`config.mk`:
```
export PLATFORM = sky130hd
export DESIGN_NAME = ide_reset_detector_flat
export DESIGN_NICKNAME = d
export VERILOG_FILES = /design/src/rtl/ide_reset_if.sv /design/src/rtl/ide_reset_detector.sv /design/src/flat_wrapper.sv
export SDC_FILE = /design/constraint.sdc
export NUM_CORES = 1
export LEC_CHECK = 0
export ABC_AREA = 0
export ABC_CLOCK_PERIOD_IN_PS = 2600
export CORE_ASPECT_RATIO = 0.5
export CORE_UTILIZATION = 35
export CTS_BUF_LIST = sky130_fd_sc_hd__clkbuf_16
export DETAILED_ROUTE_END_ITERATION = 7
export GPL_ROUTABILITY_DRIVEN = 0
export SETUP_SLACK_MARGIN = 0.02
export SYNTH_ARGS = -nofsm -noshare
export SYNTH_HDL_FRONTEND = slang
export SYNTH_SLANG_ARGS = --single-unit
```
`constraint.sdc`:
```
create_clock -name clk -period 2.6 [get_ports clk]
set_input_delay 0.52 -clock clk [delete_from_list [all_inputs] [get_ports clk]]
set_output_delay 0.52 -clock clk [all_outputs]
set_load 0.005 [all_outputs]
```
`src/rtl/ide_reset_if.sv`:
```
// IDE RESET- receiver bundle: pin-side inputs and drive-core / status-side outputs.
// master = host/pin side that drives RESET- and SRST; slave = the reset detector.
interface ide_reset_if;
    logic       ide_rst_n;
    logic       srst;
    logic       dev_rst;
    logic       rst_event;
    logic       rst_done;
    logic       bsy;
    logic       rst_soft;
    logic [7:0] glitch_cnt;

    modport master (
        output ide_rst_n,
        output srst,
        input  dev_rst,
        input  rst_event,
        input  rst_done,
        input  bsy,
        input  rst_soft,
        input  glitch_cnt
    );

    modport slave (
        input  ide_rst_n,
        input  srst,
        output dev_rst,
        output rst_event,
        output rst_done,
        output bsy,
        output rst_soft,
        output glitch_cnt
    );
endinterface

```
`src/rtl/ide_reset_detector.sv`:
```
// IDE RESET- receiver: synchronise, qualify minimum low time, hold the core, report BSY.
// Optional soft reset from the Device Control SRST bit: define IDE_RESET_DETECTOR_SRST_EN.
module ide_reset_detector #(
    parameter int          SYNC_STAGES = 2,
    parameter logic [20:0] MIN_ASSERT  = 21'h000300,
    parameter logic [20:0] RECOVERY    = 21'h000400
) (
    input  logic        clk,
    input  logic        rst,
    ide_reset_if.slave  bus
);

    localparam logic [20:0] QUAL_LAST = MIN_ASSERT - 21'd1;
    localparam logic [20:0] REC_LAST  = RECOVERY - 21'd1;

    typedef enum logic [1:0] {
        IDLE    = 2'd0,
        QUALIFY = 2'd1,
        HELD    = 2'd2,
        RECOVER = 2'd3
    } state_t;

    // Synchroniser chain; resets to the released (high) level.
    logic [SYNC_STAGES-1:0] sync_reg;
    logic [SYNC_STAGES-1:0] sync_next;

    genvar gi;
    generate
        for (gi = 0; gi < SYNC_STAGES; gi++) begin : g_sync
            if (gi == 0) begin : g_first
                assign sync_next[gi] = bus.ide_rst_n;
            end else begin : g_rest
                assign sync_next[gi] = sync_reg[gi-1];
            end
        end
    endgenerate

    always_ff @(posedge clk) begin
        if (rst) begin
            sync_reg <= '1;
        end else begin
            sync_reg <= sync_next;
        end
    end

    logic l_sync;
    assign l_sync = sync_reg[SYNC_STAGES-1];

    state_t      state_reg,      state_next;
    logic [20:0] cnt_reg,        cnt_next;
    logic        from_rec_reg,   from_rec_next;
    logic        dev_rst_reg,    dev_rst_next;
    logic        bsy_reg,        bsy_next;
    logic        rst_event_reg,  rst_event_next;
    logic        rst_done_reg,   rst_done_next;
    logic        rst_soft_reg,   rst_soft_next;
    logic [7:0]  glitch_cnt_reg, glitch_cnt_next;

    logic qual_hit;
    logic rec_hit;
    logic srst_clear;
    assign qual_hit = (cnt_reg == QUAL_LAST);
    assign rec_hit  = (cnt_reg == REC_LAST);

`ifdef IDE_RESET_DETECTOR_SRST_EN
    // Previous SRST tracks through rst so a level already high at release is not an edge.
    logic srst_prev_reg;
    logic soft_edge;

    always_ff @(posedge clk) begin
        srst_prev_reg <= bus.srst;
    end

    assign soft_edge  = bus.srst & ~srst_prev_reg;
    assign srst_clear = ~bus.srst;
`else
    assign srst_clear = 1'b1;
`endif

    always_ff @(posedge clk) begin
        if (rst) begin
            state_reg      <= IDLE;
            cnt_reg        <= '0;
            from_rec_reg   <= 1'b0;
            dev_rst_reg    <= 1'b0;
            bsy_reg        <= 1'b0;
            rst_event_reg  <= 1'b0;
            rst_done_reg   <= 1'b0;
            rst_soft_reg   <= 1'b0;
            glitch_cnt_reg <= '0;
        end else begin
            state_reg      <= state_next;
            cnt_reg        <= cnt_next;
            from_rec_reg   <= from_rec_next;
            dev_rst_reg    <= dev_rst_next;
            bsy_reg        <= bsy_next;
            rst_event_reg  <= rst_event_next;
            rst_done_reg   <= rst_done_next;
            rst_soft_reg   <= rst_soft_next;
            glitch_cnt_reg <= glitch_cnt_next;
        end
    end

    always_comb begin
        state_next      = state_reg;
        cnt_next        = cnt_reg;
        from_rec_next   = from_rec_reg;
        dev_rst_next    = dev_rst_reg;
        bsy_next        = bsy_reg;
        rst_event_next  = 1'b0;
        rst_done_next   = 1'b0;
        rst_soft_next   = rst_soft_reg;
        glitch_cnt_next = glitch_cnt_reg;

        case (state_reg)
            IDLE: begin
                if (!l_sync) begin
                    state_next    = QUALIFY;
                    cnt_next      = '0;
                    from_rec_next = 1'b0;
                end
            end

            QUALIFY: begin
                if (!l_sync) begin
                    if (qual_hit) begin
                        state_next     = HELD;
                        cnt_next       = '0;
                        dev_rst_next   = 1'b1;
                        bsy_next       = 1'b1;
                        rst_event_next = 1'b1;
                        rst_soft_next  = 1'b0;
                    end else begin
                        cnt_next = cnt_reg + 21'd1;
                    end
                end else begin
                    // Short pulse rejected; recovery restarts from zero if it was interrupted.
                    if (glitch_cnt_reg != 8'hFF) begin
                        glitch_cnt_next = glitch_cnt_reg + 8'd1;
                    end
                    cnt_next   = '0;
                    state_next = from_rec_reg ? RECOVER : IDLE;
                end
            end

            HELD: begin
                dev_rst_next = 1'b1;
                bsy_next     = 1'b1;
                if (l_sync && srst_clear) begin
                    state_next   = RECOVER;
                    cnt_next     = '0;
                    dev_rst_next = 1'b0;
                end
            end

            RECOVER: begin
                dev_rst_next = 1'b0;
                bsy_next     = 1'b1;
                if (!l_sync) begin
                    state_next    = QUALIFY;
                    cnt_next      = '0;
                    from_rec_next = 1'b1;
                end else if (rec_hit) begin
                    state_next    = IDLE;
                    cnt_next      = '0;
                    bsy_next      = 1'b0;
                    rst_done_next = 1'b1;
                end else begin
                    cnt_next = cnt_reg + 21'd1;
                end
            end

            default: begin
                state_next = IDLE;
                cnt_next   = '0;
            end
        endcase

`ifdef IDE_RESET_DETECTOR_SRST_EN
        // A soft reset skips qualification, but a simultaneous hardware accept takes priority.
        if (soft_edge && (state_reg != HELD) &&
            !((state_reg == QUALIFY) && !l_sync && qual_hit)) begin
            state_next     = HELD;
            cnt_next       = '0;
            dev_rst_next   = 1'b1;
            bsy_next       = 1'b1;
            rst_event_next = 1'b1;
            rst_done_next  = 1'b0;
            rst_soft_next  = 1'b1;
        end
`endif
    end

    assign bus.dev_rst    = dev_rst_reg;
    assign bus.rst_event  = rst_event_reg;
    assign bus.rst_done   = rst_done_reg;
    assign bus.bsy        = bsy_reg;
    assign bus.rst_soft   = rst_soft_reg;
    assign bus.glitch_cnt = glitch_cnt_reg;

endmodule
```
`src/flat_wrapper.sv`:
```
// flat-port wrapper written by rule: the top's interface ports become plain ports
module ide_reset_detector_flat 
#(
    parameter int          SYNC_STAGES = 2,
    parameter logic [20:0] MIN_ASSERT  = 21'h000300,
    parameter logic [20:0] RECOVERY    = 21'h000400
)
  (clk, rst, bus_ide_rst_n, bus_srst, bus_dev_rst, bus_rst_event, bus_rst_done, bus_bsy, bus_rst_soft, bus_glitch_cnt);
  ide_reset_if bus_i ();
  input  logic clk;
  input  logic rst;
  input wire logic [$bits(bus_i.ide_rst_n)-1:0] bus_ide_rst_n;
  input wire logic [$bits(bus_i.srst)-1:0] bus_srst;
  output wire logic [$bits(bus_i.dev_rst)-1:0] bus_dev_rst;
  output wire logic [$bits(bus_i.rst_event)-1:0] bus_rst_event;
  output wire logic [$bits(bus_i.rst_done)-1:0] bus_rst_done;
  output wire logic [$bits(bus_i.bsy)-1:0] bus_bsy;
  output wire logic [$bits(bus_i.rst_soft)-1:0] bus_rst_soft;
  output wire logic [$bits(bus_i.glitch_cnt)-1:0] bus_glitch_cnt;
  assign bus_i.ide_rst_n = bus_ide_rst_n;
  assign bus_i.srst = bus_srst;
  assign bus_dev_rst = bus_i.dev_rst;
  assign bus_rst_event = bus_i.rst_event;
  assign bus_rst_done = bus_i.rst_done;
  assign bus_bsy = bus_i.bsy;
  assign bus_rst_soft = bus_i.rst_soft;
  assign bus_glitch_cnt = bus_i.glitch_cnt;
  ide_reset_detector #(.SYNC_STAGES(SYNC_STAGES), .MIN_ASSERT(MIN_ASSERT), .RECOVERY(RECOVERY)) u_core (.clk(clk), .rst(rst), .bus(bus_i));
endmodule
```
==> metrics.txt, run 1 <==
run status complete, no violations; total vias in the final route 1643; NumNets Final 259; synthesized area 1963 um^2; per-instance average area after synthesis 8.648 um^2; required time at the endpoint of the critical path 2.76 ns; Die Y 54.96 um; global-route usage over all layers 0.1523; level count of the clock H-tree 2; detailed-routing iteration count for the pre-antenna-repair pass 4; worst reg-to-reg setup slack 0.50 ns; proportion of register bits with asynchronous set or reset after synthesis 0; number of DRC markers in iteration 0 41; standard cell core area 5157 um^2; highest clock rate 0.4773 GHz; number of distinct library cell variants in the gate-level netlist after synthesis 48; number of nets with antenna violations after routing 0; static leakage power 0.7957 nW; Max Buffers Root-to-Sink 2; peak ir drop on the vdd network 0.2960 mV; buffers inserted by post-CTS timing repair 0; CP Buf/Inv Count 1; CP max stage delay 0.56 ns; sequential cell area fraction in the yosys report 0.3875; CTS tree done; critical setup path kind register to register; worst rel slew slack 0.5910; horizontal die dimension 107.9 um; Remaining DRCs 0; Synth Instances 227; CTS hold repair buffers 0; post-synthesis register bit count 38; setup repair after global routing missed its margin no; root buffer selected by CTS clkbuf_16; IO Port Bufs 14; maxcap violations 0; synthesized-area fraction occupied by ao, oa, aoi and oai cells 0.1313; final setup vio count 0; Post-synth EDFFs 0; placed wire-length estimate 2915 um; Final Hold Vio Count 0; area growth from synthesis to final layout 18.42%; Net Count, Synth 238; final worst path period need 2.095 ns; Top Ports 17; starting utilization of the core area 0.3806; Post-Synth Adder-Cell Area 0.04461; crit path max-delay cell type or4_4; post-cts sizing count 0; path class of the lowest-slack min-delay path register to register; worst clock skew on the final layout 0.004988 ns; type of element launching the critical path register; worst-margin pin slew 0.6136 ns; family with the most delay on the worst path simple AND/OR/NAND/NOR gates; clk sink count 38; Yosys Warn Count 0; Diodes inserted 0; vias per inst 5.150; antenna violations before repair 0; leftover overflow at the end of global routing 0; Crit path arrival time 2.25 ns; proportion of synthesized area in mux cells 0.02167; Routed wire per std cell 12.45 um; pin count of the biggest net entering global routing 19; worst path cell trace or4_4, nor3_1, a21oi_2, o31ai_4, buf_4, o21ai_0; max FFs per register 21; most used flip-flop cell after synthesis dfxtp_1; count of standard-cell rows 18; post-route fraction of the period consumed by the critical path 0.8058; Die ar. 5930 um^2; fraction of final layout cells with drive strength greater than 1 0.09237; dominant combinational cell family by area after synthesis simple AND/OR/NAND/NOR gates; number of cells after detailed placement 311; P per Cell Area 560.3 nW/um^2; final std cells w/o fill 319; number of slew-limit violations in the final report 0; Reg clk slew, reported paths 0.05 ns; most used cells in the layout excluding fill and tap cells dfxtp_1, nor2_1, nand2_1, xnor2_1, clkdlybuf4s50_1; worst hold slack across all endpoints 0.4105 ns; clock latency on the worst-skew pair 0.28 ns; total negative slack for setup checks 0 ns; leading cell type in the layout, fill and taps excluded dfxtp_1; Total Power Consumption 1.303 mW; number of global-route vias before repair 1533; Post-Route WL 3973 um; number of buffers added by the clock tree synthesis step 5; share of the synthesized netlist area taken by xor and xnor gates 0.09815; wire length of the first global-routing pass 6941 um; endpoint class of the critical path register; utilization after layout 0.4508; synthesized-area fraction occupied by and/or/nand/nor cells 0.2728; CP max FO 18
==> worst reg2reg max path, cell delays in order (launching register included) <==
cell	delay (ns)
dfxtp_1	0.36
or4_4	0.56
nor3_1	0.33
a21oi_2	0.18
o31ai_4	0.18
buf_4	0.25
o21ai_0	0.11
==> Yosys cell counts, types with 2 or more instances <==
library cell,n,area (um^2)
o211ai_1,3,22.52
xnor2_1,18,157.7
inv_1,8,30.03
nand2_1,20,75.07
nor4_1,3,18.77
nor4b_1,2,17.52
nand2b_1,3,18.77
o21ai_0,7,35.03
or4_1,2,15.01
xor2_1,4,35.03
or2_2,3,18.77
clkbuf_1,2,7.510
ha_1,7,87.58
mux2i_1,2,20.02
nand4_1,4,25.02
a21o_1,2,15.01
or4_4,2,22.52
and4_1,2,17.52
or3_1,3,18.77
o21bai_1,2,15.01
dfxtp_1,38,760.7
o211a_1,2,20.02
a21oi_1,10,50.05
nor2_1,30,112.6
and3_1,2,12.51
buf_6,3,33.78
o311a_1,2,20.02
nor3_1,12,60.06
nand3_1,10,50.05
==> stage by stage <==
step	cell area, um^2	setup slack [ns]
2_1_floorplan	1963	0.6155
3_3_place_gp	2187	0.5321
3_5_place_dp	2187	0.5088
4_1_cts	2325	0.4914
5_1_grt	2325	0.3248
6_report	2325	0.5049
==> cell families (layout without fill, tap and decap cells) <==
group | after synthesis | count (layout)
XOR/XNOR | 22 | 22
multiplexers | 4 | 4
buffers and inverters | 15 | 37
AO/OA/AOI/OAI | 35 | 35
adder cells (fa/ha/maj) | 7 | 7
flip-flops | 38 | 38
AND/OR/NAND/NOR | 105 | 105
other | 1 | 1
==> where the power goes <==
part           internal (mW)  switching [mW]
Sequential             0.595         0.00968
Clock                  0.346           0.221
Combinational         0.0602          0.0708
==> path summary, 6_finish.rpt <==
check,startpoint,end,cells past startpoint
worst min-delay path,u_core.sync_reg[0],u_core.sync_reg[1],1
worst min register to register,u_core.sync_reg[0],u_core.sync_reg[1],1
worst max-delay path,u_core.cnt_reg[13],u_core.cnt_reg[11],6
worst max register to register,u_core.cnt_reg[13],u_core.cnt_reg[11],6
==> routing by layer <==
metal | up-vias | global-route usage | wire, um
met5 | - | 0 | 0
met4 | 0 | 0.06164 | 40
met3 | 5 | 0.03044 | 70
met2 | 17 | 0.2756 | 1857
met1 | 783 | 0.1844 | 2004
li1 | 838 | - | -
==> layout make-up <==
class,count,area [um^2]
clock inverters,3,12.51
fillers,481,2833
inverters,9,33.78
flip-flops and latches,38,760.7
repair buffers,20,185.2
well taps,70,87.58
multi-input cells,174,1120
clock buffers,5,125.1
Note: power is estimated with default switching activity, not from simulation.
==> run 2: changes to the inputs <==
ABC_CLOCK_PERIOD_IN_PS = 1900   (was 2600)
clock period = 1.9 ns   (was 2.6 ns; I/O delays follow)
==> run 2 against run 1 <==
  * The flow now finishes with violations (negative setup slack)
  * Flip-flop and latch count unchanged
  * Non-clock buffer count increased by 34
  * Sequential share of layout area decreased by 4.4 points
  * Global-route usage increased by 0.53 points
  * Utilization increased by 7.4 points
  * First-iteration DRC count increased by 37%
  * Wire length increased by 12%
  * Fmax increased by 4.1%
  * Worst setup slack got worse by 0.62 ns
  * Register-to-register slack got worse by 0.62 ns
  * Die area unchanged
  * Clock skew decreased by 0.0010 ns
==> metrics.txt, run 2 (synthesis gave the netlist of run 1 again) <==
run status finished with violations; violated checks negative setup slack; antenna violations before repair 0 (unchanged); detailed-routing iteration count for the pre-antenna-repair pass 4 (unchanged); number of cells after detailed placement 343 (+10%); NumNets Final 293 (+13%); P per Cell Area 694.2 nW/um^2 (+24%); worst reg-to-reg setup slack -0.11 ns (-0.62 ns); worst hold slack across all endpoints 0.4237 ns (+0.01321 ns); number of nets with antenna violations after routing 0 (unchanged); path class of the lowest-slack min-delay path register to register; setup repair after global routing missed its margin yes; Cell Area, Placed 2465 um^2 (+13%); number of global-route vias before repair 1569 (+2.3%); required time at the endpoint of the critical path 2.07 ns (-0.69 ns); Post-Place Setup Slack -0.1243 ns (-0.6331 ns); post-route fraction of the period consumed by the critical path 1.059 (+0.2535); number of DRC markers in iteration 0 56 (+37%); utilization after layout 0.5250 (+0.07424); pin count of the biggest net entering global routing 19 (unchanged); Reg clk slew, reported paths 0.06 ns (about the same); Diodes inserted 0 (unchanged); critical path capture point u_core.cnt_reg[16]; CP max FO 9 (-9); leading cell type in the layout, fill and taps excluded buf_4; CTS tree done; starting utilization of the core area 0.3806 (unchanged); total vias in the final route 1754 (+6.8%); root buffer selected by CTS clkbuf_16; critical setup path kind register to register; Top Ports 17 (unchanged); Layout Cell Area excl Fill 2708 um^2 (+16%); final-layout fill cell count 468 (-2.7%); final setup vio count 21 (+21); final std cells w/o fill 353 (+11%); total negative slack for setup checks -1.663 ns (-1.663 ns); crit path from u_core.cnt_reg[16]; final worst path period need 2.013 ns (-0.08250 ns); wire length of the first global-routing pass 7100 um (+2.3%); reg2reg start u_core.cnt_reg[16]; endpoint class of the critical path register; Final Hold Vio Count 0 (unchanged); vias per inst 4.969 (-3.5%); area taken by multi-input logic gates 1205 um^2 (+7.6%); level count of the clock H-tree 2 (unchanged); Routed wire per std cell 12.58 um (+1.0%); type of element launching the critical path register; number of buffers added by the clock tree synthesis step 5 (unchanged); sequential standard cell area 765.7 um^2 (+0.66%); number of slew-limit violations in the final report 0 (unchanged); leftover overflow at the end of global routing 0 (unchanged); depth of the worst register-to-register path 6 (unchanged); most used cells in the layout excluding fill and tap cells buf_4, dfxtp_1, nor2_1, nand2_1, xnor2_1; highest clock rate 0.4969 GHz (+4.1%); worst-margin pin slew 0.5009 ns (-0.1126 ns); count of standard-cell rows 18 (unchanged); Die Y 54.96 um (unchanged); peak ir drop on the vdd network 0.5205 mV (+76%); worst clock skew on the final layout 0.003969 ns (-0.001019 ns); global-route usage over all layers 0.1576 (+0.005319); fraction of final layout cells with drive strength greater than 1 0.2721 (+0.1797); Crit path arrival time 2.18 ns (-0.07 ns); final worst slack -0.1126 ns (-0.6175 ns); Total Power Consumption 1.880 mW (+44%); Max Buffers Root-to-Sink 2 (unchanged); max FFs per register 21 (unchanged); worst rel slew slack 0.6646 (+0.07363); maxcap violations 0 (unchanged); standard cell core area 5157 um^2 (unchanged); static leakage power 0.9772 nW (+23%); placed wire-length estimate 3187 um (+9.3%); Die ar. 5930 um^2 (unchanged); clock latency on the worst-skew pair 0.28 ns (about the same); horizontal die dimension 107.9 um (unchanged); clk sink count 38 (unchanged); CTS hold repair buffers 0 (unchanged); IO Port Bufs 14 (unchanged); Remaining DRCs 0 (unchanged); area growth from synthesis to final layout 37.92%; Post-Route WL 4442 um (+12%); endpoint of the worst-slack reg-to-reg timing path u_core.cnt_reg[16]; Hold Crit Depth 1 (unchanged)
[run 2: cell count changes in the layout (fill, tap and decap cells not counted), sizes merged]
| cell | before | now |
|---|---|---|
| buf | 6 | 39 |
| clkbuf | 5 | 6 |
| inv | 9 | 8 |
| clkinvlp | 0 | 1 |
[run 2: layer usage]
metal,global-route usage,routed length [um]
met1,0.1994,2186
met5,0,0
met3,0.03513,119
met2,0.2735,2108
met4,0.05479,27
[run 2: critical path: stages (launching register included)]
cell and delay (ns):
dfxtp_2 0.34, or4_4 0.57, nor3_4 0.23, a21oi_2 0.11, o31ai_4 0.37, clkbuf_16 0.23, nor2_1 0.05
[run 2: how the worst min path moves through the flow]
stage | from | to | slack (ns)
after floorplan | u_core.sync_reg[0] | u_core.sync_reg[1] | 0.39
after global placement | u_core.sync_reg[0] | u_core.sync_reg[1] | 0.39
after detailed placement | u_core.sync_reg[0] | u_core.sync_reg[1] | 0.42
after CTS | u_core.sync_reg[0] | u_core.sync_reg[1] | 0.43
after global routing | u_core.sync_reg[0] | u_core.sync_reg[1] | 0.43
final | u_core.sync_reg[0] | u_core.sync_reg[1] | 0.42
[run 2: cell type report]
type,count,share of cell area
multi-input combinational,174,0.4450
sequential,38,0.2828
timing repair buffer,54,0.1751
clock buffer,5,0.04621
tap,70,0.03235
inverter,9,0.01248
clock inverter,3,0.006007
[run 2: repair_timing]
action,in CTS,in global routing
setup endpoints to repair,15,25
buffers inserted,0,1
cloned,0,1
pin swaps,2,2
resized for setup,9,9
[run 2: power by group]
part           internal, mW  total [mW]  switching [mW]
Combinational         0.127       0.246           0.119
Sequential            0.814       0.826          0.0126
Clock                 0.479       0.807           0.328
Total                  1.42        1.88           0.460
==> run 3: changes to the inputs <==
SLEW_MARGIN = 10   (was not set)
==> results of run 3 <==
No change in the layout: final DEF, timing and power equal those of run 2.
